## src/rtl/bloco_operativo.sv

```systemverilog
// Datapath for s = KA*(x^2 + KB) + KC: X/H/S registers, a one-cycle adder and a W-step shift-add multiplier.
// Optional sticky overflow output `ovf` is built only when OVERFLOW_FLAG_EN is defined.
module bloco_operativo #(
    parameter int           W  = 8,
    parameter logic [W-1:0] KA = W'(2),
    parameter logic [W-1:0] KB = W'(3),
    parameter logic [W-1:0] KC = W'(5)
) (
    input  logic         ck,
    input  logic         rst,
    input  logic [W-1:0] x_in,
    input  logic         lx,
    input  logic [1:0]   m0,
    input  logic [1:0]   m1,
    input  logic [1:0]   m2,
    input  logic         h,
    input  logic         ls,
    input  logic         lh,
    output logic [W-1:0] s_out,
    output logic         pronto,
    output logic         ocupado
`ifdef OVERFLOW_FLAG_EN
    ,
    output logic         ovf
`endif
);

    localparam logic OCIOSO = 1'b0;
    localparam logic MULT   = 1'b1;

`ifdef OVERFLOW_FLAG_EN
    localparam int AW = 2 * W;
    localparam int SW = W + 1;
`else
    localparam int AW = W;
    localparam int SW = W;
`endif

    logic [W-1:0]  x_r;
    logic [W-1:0]  h_r;
    logic [W-1:0]  s_r;
    logic          state_r;
    logic [W-1:0]  cnt_r;
    logic [AW-1:0] acc_r;
    logic [AW-1:0] mcand_r;
    logic [W-1:0]  mplier_r;
    logic          pronto_r;

    logic [W-1:0]  p_s;
    logic [W-1:0]  q_s;
    logic [SW-1:0] sum_s;
    logic [AW-1:0] acc_next_s;
    logic          add_go_s;
    logic          mul_go_s;
    logic          mul_done_s;

    // Left operand mux: m1 overrides m0 whenever it is nonzero
    always_comb begin
        p_s = h_r;
        case (m1)
            2'b01:   p_s = KA;
            2'b10:   p_s = KB;
            2'b11:   p_s = KC;
            default: begin
                case (m0)
                    2'b00:   p_s = h_r;
                    2'b01:   p_s = x_r;
                    2'b10:   p_s = KB;
                    default: p_s = KC;
                endcase
            end
        endcase
    end

    // Right operand mux
    always_comb begin
        q_s = x_r;
        case (m2)
            2'b00:   q_s = x_r;
            2'b01:   q_s = KA;
            2'b10:   q_s = KB;
            default: q_s = h_r;
        endcase
    end

    // Adder, command decode and the next multiplier accumulator value
    always_comb begin
        sum_s      = SW'(p_s) + SW'(q_s);
        add_go_s   = lh && !h && (state_r == OCIOSO);
        mul_go_s   = lh && h && (state_r == OCIOSO);
        mul_done_s = (state_r == MULT) && (cnt_r == W'(W - 1));
        if (mplier_r[0]) begin
            acc_next_s = acc_r + mcand_r;
        end else begin
            acc_next_s = acc_r;
        end
    end

    // X and S registers; both accept writes regardless of multiplier state
    always_ff @(posedge ck) begin
        if (rst) begin
            x_r <= {W{1'b0}};
            s_r <= {W{1'b0}};
        end else begin
            if (lx) begin
                x_r <= x_in;
            end
            if (ls) begin
                s_r <= sum_s[W-1:0];
            end
        end
    end

    // Multiplier FSM and H: operands are captured at acceptance so later mux changes do not matter
    always_ff @(posedge ck) begin
        if (rst) begin
            state_r  <= OCIOSO;
            cnt_r    <= {W{1'b0}};
            acc_r    <= {AW{1'b0}};
            mcand_r  <= {AW{1'b0}};
            mplier_r <= {W{1'b0}};
            h_r      <= {W{1'b0}};
        end else begin
            case (state_r)
                OCIOSO: begin
                    if (mul_go_s) begin
                        state_r  <= MULT;
                        cnt_r    <= {W{1'b0}};
                        acc_r    <= {AW{1'b0}};
                        mcand_r  <= AW'(p_s);
                        mplier_r <= q_s;
                    end else if (add_go_s) begin
                        h_r <= sum_s[W-1:0];
                    end
                end
                MULT: begin
                    acc_r    <= acc_next_s;
                    mcand_r  <= mcand_r << 1;
                    mplier_r <= mplier_r >> 1;
                    cnt_r    <= cnt_r + W'(1);
                    if (mul_done_s) begin
                        h_r     <= acc_next_s[W-1:0];
                        state_r <= OCIOSO;
                    end
                end
                default: state_r <= OCIOSO;
            endcase
        end
    end

    // One-cycle completion pulse after any H write
    always_ff @(posedge ck) begin
        if (rst) begin
            pronto_r <= 1'b0;
        end else begin
            pronto_r <= add_go_s || mul_done_s;
        end
    end

`ifdef OVERFLOW_FLAG_EN
    logic ovf_r;
    logic ovf_set_s;

    // Overflow on this edge: sum carry-out or nonzero product high half
    always_comb begin
        ovf_set_s = ((ls || add_go_s) && sum_s[W])
                 || (mul_done_s && (acc_next_s[AW-1:W] != {W{1'b0}}));
    end

    // Sticky flag; an overflow on the clearing edge still wins
    always_ff @(posedge ck) begin
        if (rst) begin
            ovf_r <= 1'b0;
        end else if (lx) begin
            ovf_r <= ovf_set_s;
        end else begin
            ovf_r <= ovf_r || ovf_set_s;
        end
    end

    assign ovf = ovf_r;
`endif

    assign s_out   = s_r;
    assign pronto  = pronto_r;
    assign ocupado = state_r;

endmodule

```

## config.mk

```make
export PLATFORM = sky130hd
export DESIGN_NAME = bloco_operativo
export DESIGN_NICKNAME = d
export VERILOG_FILES = /design/src/rtl/bloco_operativo.sv
export SDC_FILE = /design/constraint.sdc
export NUM_CORES = 1
export LEC_CHECK = 0
export BUFFER_PORTS_ARGS = -buffer_cell sky130_fd_sc_hd__buf_2
export CORE_AREA = 2 2 80 82
export CTS_BUF_LIST = sky130_fd_sc_hd__clkbuf_8
export DETAILED_ROUTE_END_ITERATION = 12
export DIE_AREA = 0 0 82 84
export PLACE_DENSITY = 0.76
export SLEW_MARGIN = 10
export SYNTH_ARGS = -nofsm -noshare
export SYNTH_HDL_FRONTEND = slang
export SYNTH_SLANG_ARGS = --single-unit
```

## constraint.sdc

```tcl
create_clock -name ck -period 3.2 [get_ports ck]
set_input_delay 0.48 -clock ck [delete_from_list [all_inputs] [get_ports ck]]
set_output_delay 0.48 -clock ck [all_outputs]
set_load 0.03 [all_outputs]
```

# Word-level counts from Yosys, hierarchy flattened
# Cells that the tools add are included.
dict set report classes {
  addsub 3
  multipliers 0
  div 0
  n_lt_le_gt_ge 0
  eq_ne 12
  n_shift 0
  muxes 18
  n_bitwise 1
  n_reduce_logical 10
}
# cell count
set op_table {}
lappend op_table {{case mux 8 bit (2 select lines)} 5}
lappend op_table {{case mux 8 bit (3 select lines)} 3}
lappend op_table {{two-way mux 8 bit} 7}
lappend op_table {{adder 8 bit} 2}
lappend op_table {{adder 8 x 1 -> 8 bit (second input constant)} 1}
lappend op_table {{equality test 2 bit (second input constant)} 4}
lappend op_table {{equality test 8 x 3 -> 1 bit (second input constant)} 1}
lappend op_table {{equality test 2 x 1 -> 1 bit (second input constant)} 3}
lappend op_table {{!= test 2 bit (second input constant)} 3}
lappend op_table {{logical AND 1 bit} 5}
lappend op_table {{zero test 2 bit} 2}
lappend op_table {{AND reduction 3 bit} 1}
lappend op_table {{two-way mux 1 bit} 2}
lappend op_table {{!= test 2 x 1 -> 1 bit (second input constant)} 1}
lappend op_table {{case mux 1 bit (2 select lines)} 1}
lappend op_table {{zero test 1 bit} 1}
lappend op_table {{logical OR 1 bit} 1}
lappend op_table {{NOT 1 bit} 1}
dict set report totals {
  register_bits 58
  latchBits 0
  ram_bits 0
  romBits 0
  in_bits 20
  output_inout_bits 10
  wordCells 53
  n_memories 0
}

# Depth between registers and ports, before layout
dict set report logic_depth {
  ltp_word 7
  depth_mapped 13
  mapped_depth_nobuf 12
}

# Worst setup path after synthesis
# Ideal clock, no wire load.
dict set report synth_timing {
  path_kind {input to register}
  startpoint {in m1[0]}
  endpoint {reg s_r[6] (netlist: s_out[6])}
  setup_ns 0.120
  t_arrival_ns 2.872
  required_time_ns 3.080
  setup_slack_ns 0.209
  path_stages 11
  n_path_buf 0
  path_cell_list {inv_1 -> ha_1 -> o32a_1 -> ha_1 -> fa_1 -> nand2_1 -> a31oi_1 -> a2111oi_2 -> nor2b_1 -> o211a_1 -> a211o_1}
}
dict set report synth_between {
  elab_chain_len 3
  elab_cells_between_ends 5
  classes_between {add/sub: 1; eq/ne: 3; mux: 1}
}
# item line
set synth_lines {}
lappend synth_lines {{start, declared} 14} ;# input logic [1:0] m1,
lappend synth_lines {{equality test 2 bit / equality test 2 x 1 -> 1 bit (equally long branches)} 60} ;# case (m1)
lappend synth_lines {{case mux 8 bit (3 select lines) (*)} 60}
lappend synth_lines {{adder 8 bit (*)} 88} ;# sum_s = SW'(p_s) + SW'(q_s);
lappend synth_lines {{end signal, assigned} 103} ;# s_r <= {W{1'b0}};
lappend synth_lines {{end signal, assigned} 109} ;# s_r <= sum_s[W-1:0];
lappend synth_lines {{end, declared} 41} ;# logic [W-1:0] s_r;
# Mark *: on every way between the ends. The rest lies on a longest branch, timed or not.
# A chain may end at the register's enable or synchronous reset.

# Worst setup path in the final report
# Same ends and word-level chain as after synthesis.

==> flow_metrics.env <==
export IMPL_pin_count=30
export IMPL_yosysTopAreaCell="dfxtp_1"
export IMPL_rsz0062_at_grt="false"
export IMPL_grt_max_degree=44
export IMPL_synth_edf_count=0
export IMPL_avgSynthCellArea_um2=7.99
export IMPL_grt_overflow=0
export IMPL_synthTopCellsByCount="dfxtp_1, nor2_1, nand2_1, a21oi_1, mux2i_1"
export IMPL_placed_cell_area_um2=3710
export IMPL_ctsResizeCount=0
export IMPL_hold_path_startpoint="x_in[4]"
export IMPL_fin_crit_sh_pct=89.3
export IMPL_grt_pass1_wl_mm=14.2
export IMPL_firstDrtPassIters=4
export IMPL_relSlewSlack_pct=43.3
export IMPL_drtAntennaViolNets=0
export IMPL_maxCapViolations=0
export IMPL_die_area_um2=6890
export IMPL_start_kind="input pin"
export IMPL_antenna_cells=0
export IMPL_p_sw_uw=491
export IMPL_min_path_type="in -> reg"
export IMPL_clkSinkCount=58
export IMPL_p_leak_nw=1.63
export IMPL_worstPathArrival_ns=3.10
export IMPL_vias=3210
export IMPL_final_core_util_pct=64.0
export IMPL_synth_area_leaders="dfxtp_1, mux2i_1, ha_1"
export IMPL_yosysWarnings=0
export IMPL_p_sw_share_pct=28.6
export IMPL_p_int_mw=1.22
export IMPL_drive_gt1_share_pct=13.3
export IMPL_clock_power_share_pct=39.8
export IMPL_hold_buffers=0
export IMPL_dpl_hpwl_mm=5.99
export IMPL_post_synth_top_count_cell="dfxtp_1"
export IMPL_hold_violations=0
export IMPL_p_per_area_nw_per_um2=440
export IMPL_design_area_um2=3900
export IMPL_ys_types=54
export IMPL_rows=29
export IMPL_cts_buffers=9
export IMPL_yosysSeqAreaShare_pct=33.1
export IMPL_clock_fmax_mhz=350
export IMPL_crit_start="m1[0]"
export IMPL_port_buffers=29
export IMPL_outcome="complete, no violations"
export IMPL_area_growth_synth_to_final_pct=11.2
export IMPL_period_needed_ns=2.86
export IMPL_drt_iter0_markers=241
export IMPL_initial_utilization_pct=57.6
export IMPL_fin_setup_tns_ns=0
export IMPL_fillers=563
export IMPL_synth_top_flop_cell="dfxtp_1"
export IMPL_ir_worst_vdd_mv=0.346
export IMPL_r2r_cells=10
export IMPL_routedWlPerCell_um=15.8
export IMPL_end_kind="register"
export IMPL_fp_dieH_um=84
export IMPL_synth_async_sr_flop_share_pct=0
export IMPL_clk_pin_slew_ns=0.07
export IMPL_antenna_found_initial=0
export IMPL_path_class="in -> reg"
export IMPL_post_cts_buffers=0
export IMPL_wirelength_mm=8.56
export IMPL_p_seq_share_pct=45.2
export IMPL_drv_slew=0
export IMPL_root_buffer="clkbuf_8"
export IMPL_synth_area_um2=3510
export IMPL_die_w_um=82
export IMPL_syn_inst=439
export IMPL_tightest_slew_ns=0.849
export IMPL_grt_pass1_vias=3010
export IMPL_ys_ff_latch=58
export IMPL_setup_violations=0
export IMPL_finalNetCount=503
export IMPL_core_um2=6100
export IMPL_skew_ns=0.00716
export IMPL_worst_hold_slack_ns=0.363
export IMPL_synth_top_area_share_pct=33.1
export IMPL_reg2reg_from="h_r[0]"
export IMPL_clock_path_buffers=2
export IMPL_drcViolationCount=0
export IMPL_syn_num_nets=481
export IMPL_grtUsageTotal_pct=26.7
export IMPL_insertion_delay_ns=0.35
export IMPL_hold_depth=3
export IMPL_tritoncts="done"
export IMPL_gp_congestion=0.873
export IMPL_critPathMaxFanout=4
export IMPL_p_comb_share_pct=15.0
export IMPL_dp_cells=527
export IMPL_cp_required_ns=3.44
export IMPL_instances_no_fill=543
export IMPL_vias_per_cell=5.91
export IMPL_htreeDepth=3
==> cells in the final DEF (no fill, tap or decap), types with 4 or more instances in the layout <==
cell,n
o21bai_1,4
a21o_1,4
nand2b_1,11
o21ai_0,21
nor3_1,11
a21oi_1,48
clkbuf_8,10
o211ai_1,5
nand3b_1,5
mux2i_1,28
a211oi_1,6
buf_4,9
nand3_1,6
buf_2,29
or3_1,4
nor2_1,56
nand2_1,52
dfxtp_1,57
nand4_1,4
inv_1,11
ha_1,20
xnor2_1,10
==> metal layers <==
layer  GRT usage (%)  vias to the layer above  wire length [µm]
met5               0                        -                 0
met4            10.6                        0               152
met3            4.44                       13               392
met2            40.5                       83              3990
met1            37.2                     1506              4020
li1                -                     1608                 -
==> final timing paths <==
check | slack (ns) | end
worst max-delay path | 0.34 | s_out[6]
worst min-delay path | 0.36 | x_r[4]
worst max register to register | 0.45 | s_out[6]
worst min register to register | 0.47 | acc_r[7]
==> metrics by stage <==
stage               power, mW  setup slack [ns]
finish                   1.72             0.341
global route             1.79             0.161
CTS                      1.72             0.351
detailed placement       1.04        -0.0000149
global placement         1.04            0.0390
floorplan               0.972             0.209
==> state kept, by name, indices dropped and copies added (netlist names), 8 cells and up <==
name	cells
acc_r	8
cnt_r	8
h_r	8
mcand_r	8
mplier_r	8
s_out	8
x_r	8
==> area by class of cell <==
cell class	instances	area (µm²)	share of cell area (%)
clock buffers	10	138	3.53
flip-flops and latches	58	1160	29.8
clock inverters	6	57.6	1.47
repair buffers	38	213	5.45
well taps	77	96.3	2.47
multi-input cells	344	2200	56.3
inverters	10	37.5	0.962
==> kinds of logic (layout without fill, tap and decap cells) <==
| kind of cell | Yosys count | after routing | share of synthesized area (%) |
|---|---|---|---|
| muxes | 30 | 30 | 8.63 |
| xor gates and xnor gates | 11 | 11 | 2.75 |
| DFF | 58 | 58 | 33.1 |
| adders and majority gates | 22 | 22 | 8.27 |
| and+or+nand+nor | 166 | 166 | 22.5 |
| AOI/OAI and AO/OA | 115 | 115 | 20.5 |
| buffers and inverters | 37 | 64 | 4.24 |
==> power by group through the flow <==
| stage | clock network (mW) | registers, mW | logic (mW) |
|---|---|---|---|
| finish | 0.683 | 0.775 | 0.257 |
| global route | 0.723 | 0.779 | 0.286 |
| CTS | 0.689 | 0.775 | 0.255 |
| detailed placement | 0 | 0.791 | 0.253 |
| global placement | 0 | 0.790 | 0.248 |
| floorplan | 0 | 0.797 | 0.175 |
==> worst max-delay path: stages <==
cell and delay [ns]:
buf_2 0.09, inv_1 0.05, ha_1 0.24, o32a_1 0.38
ha_1 0.23, fa_1 0.39, nand2_1 0.09, a31oi_1 0.05
a2111oi_2 0.45, nor2b_1 0.15, o211a_1 0.24, a211o_1 0.26
Note: power is estimated with default switching activity, not from simulation.
